<file path="config.mk">
export PLATFORM = sky130hd
export DESIGN_NAME = keypad_scanner_flat
export DESIGN_NICKNAME = d
export VERILOG_FILES = /design/src/rtl/keypad_scanner_if.sv /design/src/rtl/keypad_scanner.sv /design/src/flat_wrapper.sv
export SDC_FILE = /design/constraint.sdc
export NUM_CORES = 1
export LEC_CHECK = 0
export CAP_MARGIN = 20
export CORE_MARGIN = 3
export CORE_UTILIZATION = 50
export CTS_CLUSTER_DIAMETER = 100
export DETAILED_ROUTE_END_ITERATION = 10
export PLACE_DENSITY = 0.72
export SLEW_MARGIN = 15
export SYNTH_ARGS = -nofsm -noshare
export SYNTH_HDL_FRONTEND = slang
export SYNTH_SLANG_ARGS = --single-unit
</file>
<file path="constraint.sdc">
create_clock -name clk -period 2.37 [get_ports clk]
set_input_delay 0.474 -clock clk [delete_from_list [all_inputs] [get_ports clk]]
set_output_delay 0.474 -clock clk [all_outputs]
set_load 0.02 [all_outputs]
</file>
<file path="src/rtl/keypad_scanner_if.sv">
// Key report channel between the keypad scanner and the register/bus logic that consumes key codes.
interface keypad_scanner_if;
   logic [3:0] key_code;
   logic       key_valid;
   logic       key_ack;
   logic       key_held;
   logic       overrun;

   modport master (
      output key_code,
      output key_valid,
      output key_held,
      output overrun,
      input  key_ack
   );

   modport slave (
      input  key_code,
      input  key_valid,
      input  key_held,
      input  overrun,
      output key_ack
   );
endinterface

</file>
<file path="src/rtl/keypad_scanner.sv">
// 4x4 matrix keypad scanner: rotating active-low column drive, whole-scan debounce,
// and a valid/ack key report with sticky overrun.
//
// state   | meaning
// --------+------------------------------------------------------------
// ST_IDLE | debounced: no key down
// ST_HELD | debounced: exactly one key down, its code in held_code_q
module keypad_scanner #(
   parameter int unsigned SCAN_DIV       = 100_000,
   parameter int unsigned DEBOUNCE_SCANS = 4
) (
   input  logic       clk,
   input  logic       rst_n,
   input  logic       en_i,
   input  logic [3:0] row_i,
   output logic [3:0] col_o,
   keypad_scanner_if.master kif
);
   localparam int         DW       = $clog2(SCAN_DIV);
   localparam logic [DW-1:0] DWELL_TC = DW'(SCAN_DIV - 1);
   localparam logic [3:0] DEB_N    = 4'(DEBOUNCE_SCANS);

   typedef enum logic [1:0] {RES_NONE, RES_SINGLE, RES_MULTI} res_t;
   typedef enum logic {ST_IDLE, ST_HELD} state_t;

   logic [3:0]    row_m_q, row_s_q;
   logic [DW-1:0] dwell_q;
   logic [1:0]    col_idx_q;
   logic [1:0]    acc_cnt_q;
   logic [3:0]    acc_code_q;
   logic          res_valid_q;
   res_t          res_kind_q;
   logic [3:0]    res_code_q;
   res_t          cand_kind_q;
   logic [3:0]    cand_code_q;
   logic [3:0]    cnt_q;
   logic          stab_q;
   state_t        state_q, state_d;
   logic [3:0]    held_code_q, held_code_d;
   logic [3:0]    code_q, code_d;
   logic          valid_q, valid_d;
   logic          ovr_q, ovr_d;
   logic          press_evt;

   logic       sample;
   logic [3:0] row_low;
   logic [2:0] n_low, acc_sum;
   logic [1:0] first_row, acc_cnt_new;
   logic [3:0] acc_code_new, cnt_inc;
   logic       cand_match;

   assign col_o  = ~(4'b0001 << col_idx_q);
   assign sample = en_i && (dwell_q == DWELL_TC);

   always_ff @(posedge clk) begin
      if (!rst_n) begin
         row_m_q <= 4'hF;
         row_s_q <= 4'hF;
      end else begin
         row_m_q <= row_i;
         row_s_q <= row_m_q;
      end
   end

   always_comb begin
      row_low   = ~row_s_q;
      n_low     = 3'(row_low[0]) + 3'(row_low[1]) + 3'(row_low[2]) + 3'(row_low[3]);
      first_row = 2'd0;
      for (int i = 3; i >= 0; i--) begin
         if (row_low[i]) first_row = 2'(i);
      end
      acc_sum      = {1'b0, acc_cnt_q} + n_low;
      acc_cnt_new  = (acc_sum >= 3'd2) ? 2'd2 : acc_sum[1:0];
      acc_code_new = (acc_cnt_q == 2'd0 && n_low != 3'd0) ? {first_row, col_idx_q} : acc_code_q;
   end

   // Column sequencer and per-scan accumulator; acc_cnt saturates at 2 (= MULTI).
   always_ff @(posedge clk) begin
      if (!rst_n) begin
         dwell_q     <= '0;
         col_idx_q   <= 2'd0;
         acc_cnt_q   <= 2'd0;
         acc_code_q  <= 4'd0;
         res_valid_q <= 1'b0;
         res_kind_q  <= RES_NONE;
         res_code_q  <= 4'd0;
      end else if (en_i) begin
         res_valid_q <= sample && (col_idx_q == 2'd3);
         if (sample) begin
            dwell_q   <= '0;
            col_idx_q <= col_idx_q + 2'd1;
            if (col_idx_q == 2'd3) begin
               res_kind_q <= (acc_cnt_new == 2'd0) ? RES_NONE :
                             (acc_cnt_new == 2'd1) ? RES_SINGLE : RES_MULTI;
               res_code_q <= acc_code_new;
               acc_cnt_q  <= 2'd0;
               acc_code_q <= 4'd0;
            end else begin
               acc_cnt_q  <= acc_cnt_new;
               acc_code_q <= acc_code_new;
            end
         end else begin
            dwell_q <= dwell_q + 1'b1;
         end
      end
   end

   assign cand_match = (cand_kind_q == res_kind_q) &&
                       (res_kind_q == RES_NONE || cand_code_q == res_code_q);
   assign cnt_inc    = (cnt_q == DEB_N) ? cnt_q : cnt_q + 4'd1;

   // Candidate RES_MULTI doubles as "no valid candidate".
   always_ff @(posedge clk) begin
      if (!rst_n) begin
         cand_kind_q <= RES_MULTI;
         cand_code_q <= 4'd0;
         cnt_q       <= 4'd0;
         stab_q      <= 1'b0;
      end else if (en_i) begin
         stab_q <= 1'b0;
         if (res_valid_q) begin
            if (res_kind_q == RES_MULTI) begin
               cand_kind_q <= RES_MULTI;
               cnt_q       <= 4'd0;
            end else if (cand_match) begin
               cnt_q  <= cnt_inc;
               stab_q <= (cnt_inc == DEB_N) && (cnt_q != DEB_N);
            end else begin
               cand_kind_q <= res_kind_q;
               cand_code_q <= res_code_q;
               cnt_q       <= 4'd1;
               stab_q      <= (DEB_N == 4'd1);
            end
         end
      end
   end

   always_comb begin
      state_d     = state_q;
      held_code_d = held_code_q;
      press_evt   = 1'b0;
      code_d      = code_q;
      valid_d     = valid_q;
      ovr_d       = ovr_q;
      if (stab_q && en_i) begin
         if (cand_kind_q == RES_SINGLE) begin
            press_evt   = (state_q == ST_IDLE) || (held_code_q != cand_code_q);
            state_d     = ST_HELD;
            held_code_d = cand_code_q;
         end else if (cand_kind_q == RES_NONE) begin
            state_d = ST_IDLE;
         end
      end
      if (press_evt) begin
         if (!valid_q) begin
            code_d  = held_code_d;
            valid_d = 1'b1;
         end else if (!kif.key_ack) begin
            ovr_d = 1'b1;
         end else begin
            code_d = held_code_d;
            ovr_d  = 1'b0;
         end
      end else if (kif.key_ack && valid_q) begin
         valid_d = 1'b0;
         ovr_d   = 1'b0;
      end
   end

   always_ff @(posedge clk) begin
      if (!rst_n) begin
         state_q     <= ST_IDLE;
         held_code_q <= 4'd0;
         code_q      <= 4'd0;
         valid_q     <= 1'b0;
         ovr_q       <= 1'b0;
      end else begin
         state_q     <= state_d;
         held_code_q <= held_code_d;
         code_q      <= code_d;
         valid_q     <= valid_d;
         ovr_q       <= ovr_d;
      end
   end

   assign kif.key_code  = code_q;
   assign kif.key_valid = valid_q;
   assign kif.key_held  = (state_q == ST_HELD);
   assign kif.overrun   = ovr_q;
endmodule
</file>
<file path="src/flat_wrapper.sv">
// flat-port wrapper written by rule: the top's interface ports become plain ports
module keypad_scanner_flat 
#(
   parameter int unsigned SCAN_DIV       = 100_000,
   parameter int unsigned DEBOUNCE_SCANS = 4
)
  (clk, rst_n, en_i, row_i, col_o, kif_key_code, kif_key_valid, kif_key_held, kif_overrun, kif_key_ack);
  keypad_scanner_if kif_i ();
  input  logic clk;
  input  logic rst_n;
  input  logic en_i;
  input  logic [3:0] row_i;
  output logic [3:0] col_o;
  output wire logic [$bits(kif_i.key_code)-1:0] kif_key_code;
  output wire logic [$bits(kif_i.key_valid)-1:0] kif_key_valid;
  output wire logic [$bits(kif_i.key_held)-1:0] kif_key_held;
  output wire logic [$bits(kif_i.overrun)-1:0] kif_overrun;
  input wire logic [$bits(kif_i.key_ack)-1:0] kif_key_ack;
  assign kif_key_code = kif_i.key_code;
  assign kif_key_valid = kif_i.key_valid;
  assign kif_key_held = kif_i.key_held;
  assign kif_overrun = kif_i.overrun;
  assign kif_i.key_ack = kif_key_ack;
  keypad_scanner #(.SCAN_DIV(SCAN_DIV), .DEBOUNCE_SCANS(DEBOUNCE_SCANS)) u_core (.clk(clk), .rst_n(rst_n), .en_i(en_i), .row_i(row_i), .col_o(col_o), .kif(kif_i));
endmodule
</file>
==> impl_metrics.yaml <==
place:
  place_hpwl_microns: 4520
  port_buffers: 18
  gp_congestion: 0.793
  dp.cells: 431
yosys:
  synth-compound-area-share: 0.144
  yosysTopAreaCellShare: 0.420
  netlist_area_sq_um: 2960
  synth-seq-area-share: 0.420
  syn_inst: 337
  synth_nets: 357
  synth-seq-cells: 62
  synthMuxAreaShare: 0.0542
  synth_edf_count: 0
  yosysTopAreaCell: "dfxtp_1"
  synth-async-reset-ratio: 0
  synth_area_leaders: "dfxtp_1, mux2i_1, nand2_1, ha_1, a21oi_1"
  synth_top_family_by_area: "simple AND/OR/NAND/NOR gates"
  synth.distinct_cells: 49
  synth_simple_gate_area_frac: 0.229
  avgSynthCellArea_sq_um: 8.77
  synth_xor_area_frac: 0.0592
  ys.flop_type: "dfxtp_1"
  synth_fa_ha_area_frac: 0.0559
  ys.warnings.count: 0
routing:
  drt_first_pass_iters: 5
  drt_iter0_drc: 87
  vias: 2486
  vias_per_cell: 5.56
  detail-route-antenna-nets: 0
  route.detailed.drc: 0
  detail_route.wl_per_cell_microns: 14.4
  routed_wl_microns: 6430
worst_setup_path:
  slowest_stage: "fa_2"
  crit_path_max_incr_delay_ns: 0.46
  critical_path_class: "reg2reg"
  arrival_ns: 2.75
  critPathMaxFanout: 2
  crit_path_cell_trace: "inv_2, ha_4, fa_2, ha_4, fa_2, xor2_2, nor2_2, or4_1, a21oi_1"
  crit_path_start_kind: "register"
  rr_endpoint: "u_core.acc_cnt_q[1]$_SDFFE_PN0P_"
  cp_num_buf_inv: 1
  path_delay_family: "adder cells"
  end_kind: "register"
  worstPathRequired_ns: 2.64
  r2r_cells: 9
  rr_startpoint: "u_core.row_s_q[0]$_SDFF_PN1_"
  reg2reg_slack_ns: -0.11
floorplanning:
  core_sq_um: 5610
  die_w_microns: 82.9
  die_h_microns: 82.9
  rows: 27
  die_area_sq_um: 6870
  initial_core_util: 0.527
  ios: 19
clock_network:
  h-tree-depth: 3
  root_buffer: "clkbuf_8"
  hold_buffers: 0
  cts_tree: "yes"
  ctsLongestPathBuffers: 2
  cts_sinks: 62
  cts_buffers: 9
  path_clk_slew_ns: 0.07
  clk-insertion-delay-late_ns: 0.33
cells_and_area:
  regArea_sq_um: 1240
  antenna_cells: 0
  layout_common_cells: "dfxtp_1, nand2_1, a21oi_1, buf_4, nor2_1"
  nNetsFinal: 391
  area_growth_pct: 22.0
  final_common_cell: "dfxtp_1"
  multiInputGateArea_sq_um: 1680
  post_layout_nonfiller_instances: 447
  drive_above_1_share: 0.144
  fillers: 490
min_path:
  worstHoldPathCells: 1
  hold_path.startpoint: "u_core.row_m_q[1]$_SDFF_PN1_"
  hold_class: "reg2reg"
  hold-path-endpoint: "u_core.row_s_q[1]$_SDFF_PN1_"
sta:
  worstMarginPinSlew_ns: 0.489
  postLayoutSetupSlackWorst_ns: -0.113
  fin_tns_setup_ns: -0.115
  drv_slew: 0
  hold_viol: 0
  rsz0062_at_grt: "yes"
  slew_headroom: 0.672
  period_needed_ns: 2.48
  period_share: 1.05
  skew_ns: 0.00459
  finalSetupViolations: 2
  fmax_ghz: 0.403
global_route:
  grt_max_degree: 20
  grt_pass1_vias: 2394
  antenna_found_initial: 0
  overflow: 0
  grt_usage: 0.192
  grt_pass1_wl_microns: 11000
status:
  run_status: "complete, but fails checks"
  failed_checks: "setup timing"
power_and_ir_drop:
  power_density_nw_per_um2: 593
  peakVddDrop_mv: 0.399
  p_leak_nw: 1.41
job:
  cap_viol_max_count: 0
-- state kept, by name, indices dropped and copies added (netlist names) --
signal and cells:
u_core.acc_cnt_q 2, u_core.acc_code_q 4, u_core.cand_code_q 4, u_core.cand_kind_q 2, u_core.cnt_q 4, u_core.col_idx_q 2, u_core.dwell_q 17, u_core.held_code_q 4
u_core.kif.key_code 4, u_core.kif.key_held 1, u_core.kif.key_valid 1, u_core.kif.overrun 1, u_core.res_code_q 4, u_core.res_kind_q 2, u_core.res_valid_q 1, u_core.row_m_q 4
u_core.row_s_q 4, u_core.stab_q 1
-- final cells by class --
class,count,share of cell area
clock inverter,3,0.0118
tap,72,0.0250
inverter,14,0.0146
multi-input combinational,246,0.466
sequential,62,0.345
timing repair buffer,38,0.0916
clock buffer,12,0.0458
-- report_power, final --
part | leakage (nW) | internal, mW | switching (mW)
Clock | 0.104 | 0.564 | 0.410
Sequential | 0.501 | 1.05 | 0.00534
Combinational | 0.804 | 0.0496 | 0.0570
-- metal layers --
layer  up-vias  part of all wire  track usage
met5         -                 0            0
met4         0             0.019       0.0802
li1       1267                 -            -
met1      1169              0.47        0.239
met3        12             0.029       0.0427
met2        38              0.48        0.320
-- metrics by stage --
step	hold slack [ns]	util	total power, mW	area, sq um	setup WS [ns]
6_report	0.410	0.643	2.14	3610	-0.113
5_1_grt	0.430	0.643	2.20	3610	-0.177
3_3_place_gp	0.392	0.594	1.17	3330	-0.0596
4_1_cts	0.413	0.637	2.14	3570	-0.107
2_1_floorplan	0.386	-	1.14	2980	-0.0243
3_5_place_dp	0.396	0.594	1.17	3330	-0.158
-- logic make-up after synthesis --
group,Yosys count
simple gates,130
compound gates,68
flops,62
buf+inv,29
xor+xnor,20
mux,16
fa+ha+maj,12
-- cell usage after synthesis, drive strengths merged, types with 2 or more instances --
cell type  instances
o21bai             2
o21ai             17
xnor2             10
a31oi              5
o211ai             4
nand4b             2
and4               4
mux2i             16
nand4              7
dfxtp             62
ha                10
or4                4
xor2              10
a211oi             5
nor4               3
nor3b              2
nand2b            12
and3               3
or3                5
o22ai              2
clkbuf            14
nand2             38
nor2              20
o32ai              2
and2               4
nand3             15
a21oi             20
fa                 2
inv               14
nor2b              3
o31ai              3
nor3               5
-- worst max path at each step --
| stage | startpoint | end | slack, ns | depth (start not counted) |
|---|---|---|---|---|
| finish | u_core.row_s_q[0]$_SDFF_PN1_ | u_core.acc_cnt_q[1]$_SDFFE_PN0P_ | -0.11 | 9 |
| global route | u_core.row_s_q[1]$_SDFF_PN1_ | u_core.acc_cnt_q[1]$_SDFFE_PN0P_ | -0.18 | 9 |
| CTS | u_core.row_s_q[1]$_SDFF_PN1_ | u_core.acc_cnt_q[1]$_SDFFE_PN0P_ | -0.11 | 8 |
| detailed placement | u_core.row_s_q[0]$_SDFF_PN1_ | u_core.acc_cnt_q[1]$_SDFFE_PN0P_ | -0.16 | 9 |
| global placement | u_core.row_s_q[0]$_SDFF_PN1_ | u_core.acc_cnt_q[1]$_SDFFE_PN0P_ | -0.06 | 9 |
| floorplan | u_core.row_s_q[1]$_SDFF_PN1_ | u_core.acc_cnt_q[1]$_SDFFE_PN0P_ | -0.02 | 8 |
-- what timing repair did --
item,CTS,global route
gates cloned,0,0
endpoints found under the hold margin,0,0
setup endpoints to repair,10,13
resized for setup,6,8
buffers inserted,0,1
pin swaps,3,6
Power figures use the tool's default switching activity.
